==> src/rtl/ysyx_040750_div_ctrl_pkg.sv <==
`default_nettype none
// ============================================================================
//  Module   : ysyx_040750_div_ctrl_pkg
//  Brief    : Shared types and constants for the divide controller.
//  Revision : 1.0
// ============================================================================
package ysyx_040750_div_ctrl_pkg;

  typedef enum logic [1:0] {
    S_IDLE = 2'd0,
    S_BUSY = 2'd1,
    S_DONE = 2'd2
  } div_state_t;

  // div_op = {word, unsigned, rem}
  localparam int unsigned c_OP_REM  = 0;
  localparam int unsigned c_OP_UNS  = 1;
  localparam int unsigned c_OP_WORD = 2;

  localparam logic [63:0] c_ONES64 = 64'hFFFF_FFFF_FFFF_FFFF;
  localparam logic [63:0] c_MIN64  = 64'h8000_0000_0000_0000;
  localparam logic [31:0] c_MIN32  = 32'h8000_0000;

  function automatic logic [63:0] word_fix(input logic word, input logic [63:0] v);
    return word ? {{32{v[31]}}, v[31:0]} : v;
  endfunction

endpackage
`default_nettype wire

==> src/rtl/ysyx_040750_radix2_div.sv <==
`default_nettype none
// ============================================================================
//  Module   : ysyx_040750_radix2_div
//  Brief    : 64-bit radix-2 restoring divider, 64 iterations, sign fix-up at output.
//  Revision : 1.0
// ============================================================================
module ysyx_040750_radix2_div (
  input  logic        clk,
  input  logic        rst,
  input  logic        div_valid,
  input  logic        is_signed,
  input  logic [63:0] dividend,
  input  logic [63:0] divisor,
  output logic        Q_valid,
  output logic [63:0] quotient,
  output logic [63:0] remainder
);

  logic        w_dend_neg;
  logic        w_dsor_neg;
  logic [63:0] w_dend_abs;
  logic [63:0] w_dsor_abs;
  logic [64:0] w_sub;

  logic [63:0] r_rem;
  logic [63:0] r_quo;
  logic [63:0] r_dsor;
  logic [6:0]  r_cnt;
  logic        r_run;

  assign w_dend_neg = is_signed & dividend[63];
  assign w_dsor_neg = is_signed & divisor[63];
  assign w_dend_abs = w_dend_neg ? (~dividend + 64'd1) : dividend;
  assign w_dsor_abs = w_dsor_neg ? (~divisor + 64'd1) : divisor;
  // Partial remainder stays below the divisor, so a 65-bit trial covers the shift.
  assign w_sub      = {r_rem, r_quo[63]} - {1'b0, r_dsor};

  always_ff @(posedge clk) begin
    if (rst) begin
      r_rem  <= '0;
      r_quo  <= '0;
      r_dsor <= '0;
      r_cnt  <= '0;
      r_run  <= 1'b0;
    end else if (div_valid) begin
      r_rem  <= '0;
      r_quo  <= w_dend_abs;
      r_dsor <= w_dsor_abs;
      r_cnt  <= 7'd64;
      r_run  <= 1'b1;
    end else if (r_run) begin
      if (r_cnt != 7'd0) begin
        if (!w_sub[64]) begin
          r_rem <= w_sub[63:0];
          r_quo <= {r_quo[62:0], 1'b1};
        end else begin
          r_rem <= {r_rem[62:0], r_quo[63]};
          r_quo <= {r_quo[62:0], 1'b0};
        end
        r_cnt <= r_cnt - 7'd1;
      end else begin
        r_run <= 1'b0;
      end
    end
  end

  assign Q_valid   = r_run & (r_cnt == 7'd0);
  assign quotient  = (w_dend_neg ^ w_dsor_neg) ? (~r_quo + 64'd1) : r_quo;
  assign remainder = w_dend_neg ? (~r_rem + 64'd1) : r_rem;

endmodule
`default_nettype wire

==> src/rtl/ysyx_040750_div_ctrl.sv <==
`default_nettype none
// ============================================================================
//  Module   : ysyx_040750_div_ctrl
//  Brief    : Request/result handshake, special-case handling and word fix-up
//             around the radix-2 divider.
//  Revision : 1.0
// ============================================================================
module ysyx_040750_div_ctrl
  import ysyx_040750_div_ctrl_pkg::*;
(
  input  logic        clk,
  input  logic        rst,
  input  logic        in_valid,
  output logic        in_ready,
  input  logic [2:0]  div_op,
  input  logic [63:0] src1,
  input  logic [63:0] src2,
  input  logic        flush,
  output logic        out_valid,
  input  logic        out_ready,
  output logic [63:0] result,
  output logic        busy
);

  div_state_t r_state;
  div_state_t w_next;

  logic [2:0]  r_op;
  logic [63:0] r_src1;
  logic [63:0] r_src2;
  logic [63:0] r_result;
  logic        r_div_valid;
  logic        r_flush;

  logic        w_word;
  logic        w_uns;
  logic [63:0] w_ext1;
  logic [63:0] w_ext2;
  logic        w_div_zero;
  logic        w_ovf;
  logic        w_special;
  logic [63:0] w_spec_sel;
  logic        w_accept;
  logic        w_div_rst;
  logic        w_q_valid;
  logic [63:0] w_quotient;
  logic [63:0] w_remainder;

  assign w_word = div_op[c_OP_WORD];
  assign w_uns  = div_op[c_OP_UNS];

  assign w_ext1 = !w_word ? src1 :
                  w_uns   ? {32'd0, src1[31:0]} : {{32{src1[31]}}, src1[31:0]};
  assign w_ext2 = !w_word ? src2 :
                  w_uns   ? {32'd0, src2[31:0]} : {{32{src2[31]}}, src2[31:0]};

  assign w_div_zero = (w_ext2 == 64'd0);
  assign w_ovf      = !w_uns & (w_word ? ((src1[31:0] == c_MIN32) && (src2[31:0] == 32'hFFFF_FFFF))
                                       : ((src1 == c_MIN64) && (src2 == c_ONES64)));
  assign w_special  = w_div_zero | w_ovf;

  // Divide-by-zero: q = all ones, r = dividend. Overflow: q = dividend, r = 0.
  assign w_spec_sel = div_op[c_OP_REM] ? (w_div_zero ? w_ext1 : 64'd0)
                                       : (w_div_zero ? c_ONES64 : w_ext1);

  assign in_ready  = (r_state == S_IDLE);
  assign out_valid = (r_state == S_DONE);
  assign busy      = (r_state == S_BUSY) | (r_state == S_DONE);
  assign result    = r_result;
  assign w_accept  = in_valid & in_ready & ~flush;
  assign w_div_rst = ~rst | r_flush;

  always_ff @(posedge clk or negedge rst) begin
    if (!rst) begin
      r_state <= S_IDLE;
    end else begin
      r_state <= w_next;
    end
  end

  always_comb begin
    w_next = r_state;
    case (r_state)
      S_IDLE: if (w_accept) w_next = w_special ? S_DONE : S_BUSY;
      S_BUSY: if (w_q_valid) w_next = S_DONE;
      S_DONE: if (out_ready) w_next = S_IDLE;
      default: w_next = S_IDLE;
    endcase
    if (flush) w_next = S_IDLE;
  end

  always_ff @(posedge clk or negedge rst) begin
    if (!rst) begin
      r_op        <= '0;
      r_src1      <= '0;
      r_src2      <= '0;
      r_result    <= '0;
      r_div_valid <= 1'b0;
      r_flush     <= 1'b0;
    end else begin
      r_flush     <= flush;
      r_div_valid <= w_accept & ~w_special;
      if (w_accept) begin
        r_op   <= div_op;
        r_src1 <= w_ext1;
        r_src2 <= w_ext2;
      end
      if (w_accept & w_special) begin
        r_result <= word_fix(w_word, w_spec_sel);
      end else if ((r_state == S_BUSY) && w_q_valid) begin
        r_result <= word_fix(r_op[c_OP_WORD], r_op[c_OP_REM] ? w_remainder : w_quotient);
      end
    end
  end

  ysyx_040750_radix2_div u_div (
    .clk       (clk),
    .rst       (w_div_rst),
    .div_valid (r_div_valid),
    .is_signed (~r_op[c_OP_UNS]),
    .dividend  (r_src1),
    .divisor   (r_src2),
    .Q_valid   (w_q_valid),
    .quotient  (w_quotient),
    .remainder (w_remainder)
  );

endmodule
`default_nettype wire
==> config.mk <==
export PLATFORM = sky130hd
export DESIGN_NAME = ysyx_040750_div_ctrl
export DESIGN_NICKNAME = d
export VERILOG_FILES = /design/src/rtl/ysyx_040750_div_ctrl_pkg.sv /design/src/rtl/ysyx_040750_radix2_div.sv /design/src/rtl/ysyx_040750_div_ctrl.sv
export SDC_FILE = /design/constraint.sdc
export NUM_CORES = 1
export LEC_CHECK = 0
export BUFFER_PORTS_ARGS = -buffer_cell sky130_fd_sc_hd__buf_2
export CAP_MARGIN = 20
export CORE_UTILIZATION = 53
export CTS_BUF_LIST = sky130_fd_sc_hd__clkbuf_8
export CTS_CLUSTER_DIAMETER = 30
export CTS_CLUSTER_SIZE = 28
export DETAILED_ROUTE_END_ITERATION = 10
export PLACE_DENSITY = 0.74
export RECOVER_POWER = 100
export SLEW_MARGIN = 20
export SYNTH_ARGS = -nofsm -noshare
export SYNTH_HDL_FRONTEND = slang
export SYNTH_HIERARCHICAL = 1
export SYNTH_SLANG_ARGS = --single-unit
==> constraint.sdc <==
create_clock -name clk -period 3.49 [get_ports clk]
set_input_delay 0.349 -clock clk [delete_from_list [all_inputs] [get_ports clk]]
set_output_delay 0.349 -clock clk [all_outputs]
set_load 0.01 [all_outputs]
Word level (Yosys, flattened, before mapping)
Cells that the tools add are included.

word-level totals
  output and inout port bits = 67
  register bits after elaboration = 399
  input port bits = 136

operators by class
  reduce and logical (&&, ||, !) cells = 15
  muxes and demuxes = 34
  add/subtract/negate cells = 6
  eq/ne operators = 9
  bitwise gates (word level) = 20

operators with widths
  operator               count
  $mux 64                20
  $add 64x1->64 const B  4
  $not 64->64            4
  $eq 64x64->1 const B   2
  $sub 65x64->65         1
  $eq 32x32->1 const B   2
  $logic_not 64->1       1
  $mux 7                 3
  $mux 2                 5
  $and 1x1->1            8
  $logic_not 7->1        1
  $reduce_bool 7->1      1
  $sub 7x1->7 const B    1
  $pmux 2 s3             1
  $reduce_bool 2->1      3
  $mux 1                 5
  $not 1->1              4
  $reduce_and 2->1       2
  $logic_and 1x1->1      3
  $ne 3x1->1 const B     1
  $ne 3x2->1 const B     1
  $ne 3x3->1 const B     1
  $or 1x1->1             3
  $reduce_and 3->1       1
  other kinds (6)        6

Depth between registers and ports, before layout
  depth after elaboration = 9
  depth in mapped cells = 16
  gate-level depth less buffers = 15

Modules after synthesis
Netlist, hierarchy kept.

modules (own cells, without submodules)
  module                  cells an instance  area each (sq um)  instances
  ysyx_040750_radix2_div  2,483              17,435.5           1
  ysyx_040750_div_ctrl    1,074              10,242.3           1

Worst setup path before layout
Ideal clock, no wire load.

  path type = register -> register
  start = register u_div.r_quo[16]
  end = register r_result[56], in the netlist result[56]
  arrival = 3.472 ns
  path buffers = 0
  slack = -0.107 ns
  stages on the path, launching flop included = 15
  cell sequence = dfxtp_1 or4_1 or3_4 or4_4 nor4_4 nand4_2 or4_4 clkinv_2 and2_1 a21oi_1 xor2_1 nor2b_1 a211o_1 a22oi_1 a2bb2oi_1

on the way
  word-level cells in the longest chain between the ends = 7

RTL lines
  what                    line                            source
  start, declared         ysyx_040750_radix2_div.sv:26    logic [63:0] r_quo;
  start signal, assigned  ysyx_040750_radix2_div.sv:47    r_quo <= w_dend_abs;
  start signal, assigned  ysyx_040750_radix2_div.sv:55    r_quo <= {r_quo[62:0], 1'b1};
  start signal, assigned  ysyx_040750_radix2_div.sv:58    r_quo <= {r_quo[62:0], 1'b0};
  $not 64->64             ysyx_040750_radix2_div.sv:68    assign quotient = (w_dend_neg ^ w_dsor_neg) ? (~r_quo + 64'd1) : r_quo;
  $add 64x1->64           ysyx_040750_radix2_div.sv:68
  $mux 64                 ysyx_040750_radix2_div.sv:68
  net w_quotient[56]      ysyx_040750_div_ctrl.sv:46      logic [63:0] w_quotient;
  $mux 64                 ysyx_040750_div_ctrl.sv:111     r_result <= word_fix(r_op[c_OP_WORD], r_op[c_OP_REM] ? w_remainder : w_quotient);
  $mux 64                 ysyx_040750_div_ctrl_pkg.sv:25  return word ? {{32{v[31]}}, v[31:0]} : v;
  $mux 64                 ysyx_040750_div_ctrl.sv:110     end else if ((r_state == S_BUSY) && w_q_valid) begin
  $mux 64                 ysyx_040750_div_ctrl.sv:108     if (w_accept & w_special) begin
  end signal, assigned    ysyx_040750_div_ctrl.sv:109     r_result <= word_fix(w_word, w_spec_sel);
  end signal, assigned    ysyx_040750_div_ctrl.sv:111
  end, declared           ysyx_040750_div_ctrl.sv:31      logic [63:0] r_result;

The timed path passes the listed nets, and every way through them passes these cells. The select of a mux whose other input is x is not followed.
A chain may end at the register's enable or synchronous reset.

Final worst setup path
  start = register u_div.r_quo[16]
  end = register r_result[58], in the netlist result[58]

The elaborated chain is that of the path after synthesis.

==> metrics.md <==
| Metric | Value |
|---|---|
| Int Pwr | 14.85 mW |
| Via Count | 30017 |
| Worst slew margin | -40.93% |
| Dpl hpwl | just over 70 mm |
| Initial Utilization | around 54% |
| Compound-gate portion of the synthesized area | 23.74% |
| Max Slew Vio Count | 186 |
| Switch share | 41.86% |
| Share of cells above drive strength 1 | 18.35% |
| Slew @ Worst Pin | between 2000 and 2500 ps |
| Die ar. | 53140 µm² |
| Crit. End Element | flop |
| Synth Area in Simple Gates | 20.31% |
| Leak pwr | 14.87 nW |
| Antenna-violating nets left | 0 |
| Number of global-route vias before repair | 27513 |
| IO Count | 203 |
| Final setup TNS | -9673 ps |
| Die Span Y | between 200 and 250 µm |
| Final WS setup | -337.1 ps |
| Ys Warns | 6 |
| Synth Cell Area | 27680 µm² |
| Clock transition at path regs | 70 ps |
| Max Fclk | 0.2613 GHz |
| Final Hold Fails | 0 |
| Yosys cell types | 94 |
| Clock sink total | 399 |
| Initial antenna violation count | 3 |
| Req. time, crit path | a little over 4000 ps |
| Dpl cell area | approximately 30000 µm² |
| Area grow syn2layout | 26.06% |
| Largest net degree at the start of global routing | 129 |
| Fill cells | 4127 |
| Failing checks | max-capacitance violations, max-slew violations, negative setup slack |
| Sequential Power Share | approximately 29% |
| Vias per Instance | 6.252 |
| Total grt overflow | 0 |
| H-Tree Depth | 3 |
| Row cnt | 83 |
| Drt first pass iters | 6 |
| Post-Syn Nets | 3766 |
| Critical Path AT | 4390 ps |
| Clock Latency Late Sink | 740 ps |
| Largest family of logic cells by synthesized area | compound AO/OA/AOI/OAI gates |
| Post-layout instance area | about 35000 µm² |
| Flop and latch count out of synthesis | 399 |
| Post-synth ARST share | roughly 50% |
| Net switching power | between 10 and 15 mW |
| Mean routed wirelength per cell | 21.75 µm |
| EDFF count, synth | 0 |
| Layout net count | 4244 |
| WL final | 104.4 mm |
| RSZ-0062 raised after global routing | yes |
| Outcome | finished with violations |
| First-pass GRT wire length | 158.4 mm |
| Top FF cell, synth | dfxtp_1 |
| Footprint of the multi-input gates | 17510 µm² |
| Seq. cell area | around 9000 µm² |
| DR DRC count | 0 |
| Final Skew | 60.83 ps |
| Min-delay worst type | in2reg |
| Worst Setup Start Kind | flop |
| Combinational share of power | 42.9% |
| CTS tree | done |
| Setup CP Type | reg2reg |
| Crit path max fanout | 4 |
| Post-synthesis mux area share | 4.091% |
| Root Buffer | clkbuf_8 |
| Core Util, Final | 67.87% |
| Tcrit/Tclk final | 109.7% |
| Crit path time final | 3827 ps |
| Xor-xnor portion of the synthesized cell area | just over 9% |
| Core area | roughly 51000 µm² |
| RD Place Congestion | 1.014 |
| Violation count after the first detailed-route iteration | between 3000 and 4000 |
| Die W | 230.5 µm |
| Max-Cap Viols | 3 |
| Synthesized instance count | 3557 |
| Setup Viol. Count Final | 71 |
| Cell Pwr Density | about 730 nW/µm² |
| Global Route Usage Sum | 38.07% |
| Port bufs | 202 |
| Seq/Total Area, Yosys | 32.46% |
| N_diodes | 0 |
| Clk pwr share | 27.8% |
| Longest Clk Path Bufs | 3 |
| Peak VDD IR | slightly above 0.5 mV |
| Adder-cell area share of the yosys netlist | 4.448% |
| Mean Syn Cell Area | 7.781 µm² |
| Min Hold Slack | 47.80 ps |
| CTS buffer count | 99 |
==> power by group through the flow <==
stage | Sequential, mW | Combinational, mW | Clock, mW
5_1_grt | 7.59 | 11.8 | 7.33
3_3_place_gp | 7.36 | 9.86 | 0
4_1_cts | 7.34 | 10.5 | 7.07
6_report | 7.49 | 11.0 | 7.09
2_1_floorplan | 6.80 | 7.09 | 0
3_5_place_dp | 7.40 | 9.97 | 0
==> repair_timing <==
item                                   in CTS  in global routing
endpoints found under the hold margin     226                  0
gates resized for setup                    37                 56
buffers inserted                            9                  9
cloned                                      3                  0
pin swaps                                  41                 33
setup endpoints to repair                  32                 91
hold buffers                              125                  0
==> Yosys cell counts, types with 43 or more instances <==
library cell | number | area, µm²
mux2_2 | 65 | 732.0
inv_1 | 160 | 600.6
clkbuf_1 | 207 | 777.0
nor2_1 | 337 | 1265
a21oi_1 | 358 | 1792
o21ai_0 | 260 | 1301
dfrtp_1 | 199 | 4980
a211oi_1 | 63 | 473.0
o31ai_1 | 47 | 352.8
or3_1 | 43 | 269.0
nand4_1 | 50 | 312.8
ha_1 | 72 | 900.9
dfxtp_1 | 200 | 4004
xor2_1 | 143 | 1252
nor3_1 | 70 | 350.3
nor4_1 | 51 | 319.1
nand2_1 | 432 | 1622
xnor2_1 | 149 | 1305
==> worst max-delay path, cell delays in order, from the launching register on <==
cell and delay, ps:
dfxtp_2 310, or4_4 540, or3_4 350, or4_4 460, nor4_4 190, nand4_2 170
or4_4 500, clkinv_4 90, and2_4 160, a21oi_1 80, xor2_1 190, nor2b_2 150
a211o_1 280, a22oi_1 130, a2bb2oi_1 80
==> worst paths after layout <==
path | startpoint | depth (start not counted) | slack [ps] | to
setup / recovery | u_div/r_quo[16] | 14 | -340 | result[58]
hold / removal | out_ready | 3 | 50 | r_state[0]
setup reg to reg | u_div/r_quo[16] | 14 | -340 | result[58]
hold reg to reg | u_div/r_dsor[2] | 2 | 490 | u_div/r_dsor[2]
max in group asynchronous | rst | 4 | 460 | r_src2[39]
min in group asynchronous | rst | 3 | 820 | r_src1[30]
==> per-stage QoR <==
step / power (mW) / worst slack, ps / std cells
4_1_cts: 24.87 / -274.8 / 4795
2_1_floorplan: 13.90 / -67.36 / 3557
3_3_place_gp: 17.22 / -234.3 / 4472
3_5_place_dp: 17.38 / -282.6 / 4472
6_report: 25.54 / -337.1 / 4801
5_1_grt: 26.69 / -439.1 / 4801
==> registers in the layout (all words and copies together) (netlist names), 2 cells and up <==
register / count
r_state: 2
r_op: 3
r_src1: 64
result: 64
u_div/r_quo: 64
u_div/r_rem: 64
u_div/r_dsor: 64
u_div/r_cnt: 7
r_src2: 64
==> layout make-up <==
cell class / instances / share of cell area, %
repair buffers: 617 / 12.81
clock inverters: 78 / 2.769
flip-flops and latches: 399 / 25.76
multi-input cells: 2757 / 50.17
well taps: 680 / 2.439
clock buffers: 109 / 4.300
inverters: 161 / 1.746
==> routing by layer <==
metal	track usage (%)	wire (µm)	vias to the layer above	part of all wire [%]
li1	-	-	13630	-
met1	51.31	42360	14090	41
met2	56.36	44540	1920	43
met3	8.720	11510	373	11
met4	20.61	5979	4	5.7
met5	0	31	-	0.030
==> layout by cell type, fill, tap and decap left out, drive strengths merged, types with 125 or more instances in the layout <==
cell and instances:
inv 179, dlygate4sd3 125, dfxtp 200, buf 386, o21ai 269, nor2 340, xor2 143, a21oi 358
clkbuf 215, xnor2 149, nand2 434, dfrtp 199
==> cells by family after synthesis <==
family                   count (synthesis)
AO/OA/AOI/OAI                         1057
AND/OR/NAND/NOR                       1199
flip-flops                             399
buffers and inverters                  401
adder cells (fa/ha/maj)                104
XOR/XNOR                               292
multiplexers                           105
Note: power is estimated with default switching activity, not from simulation.
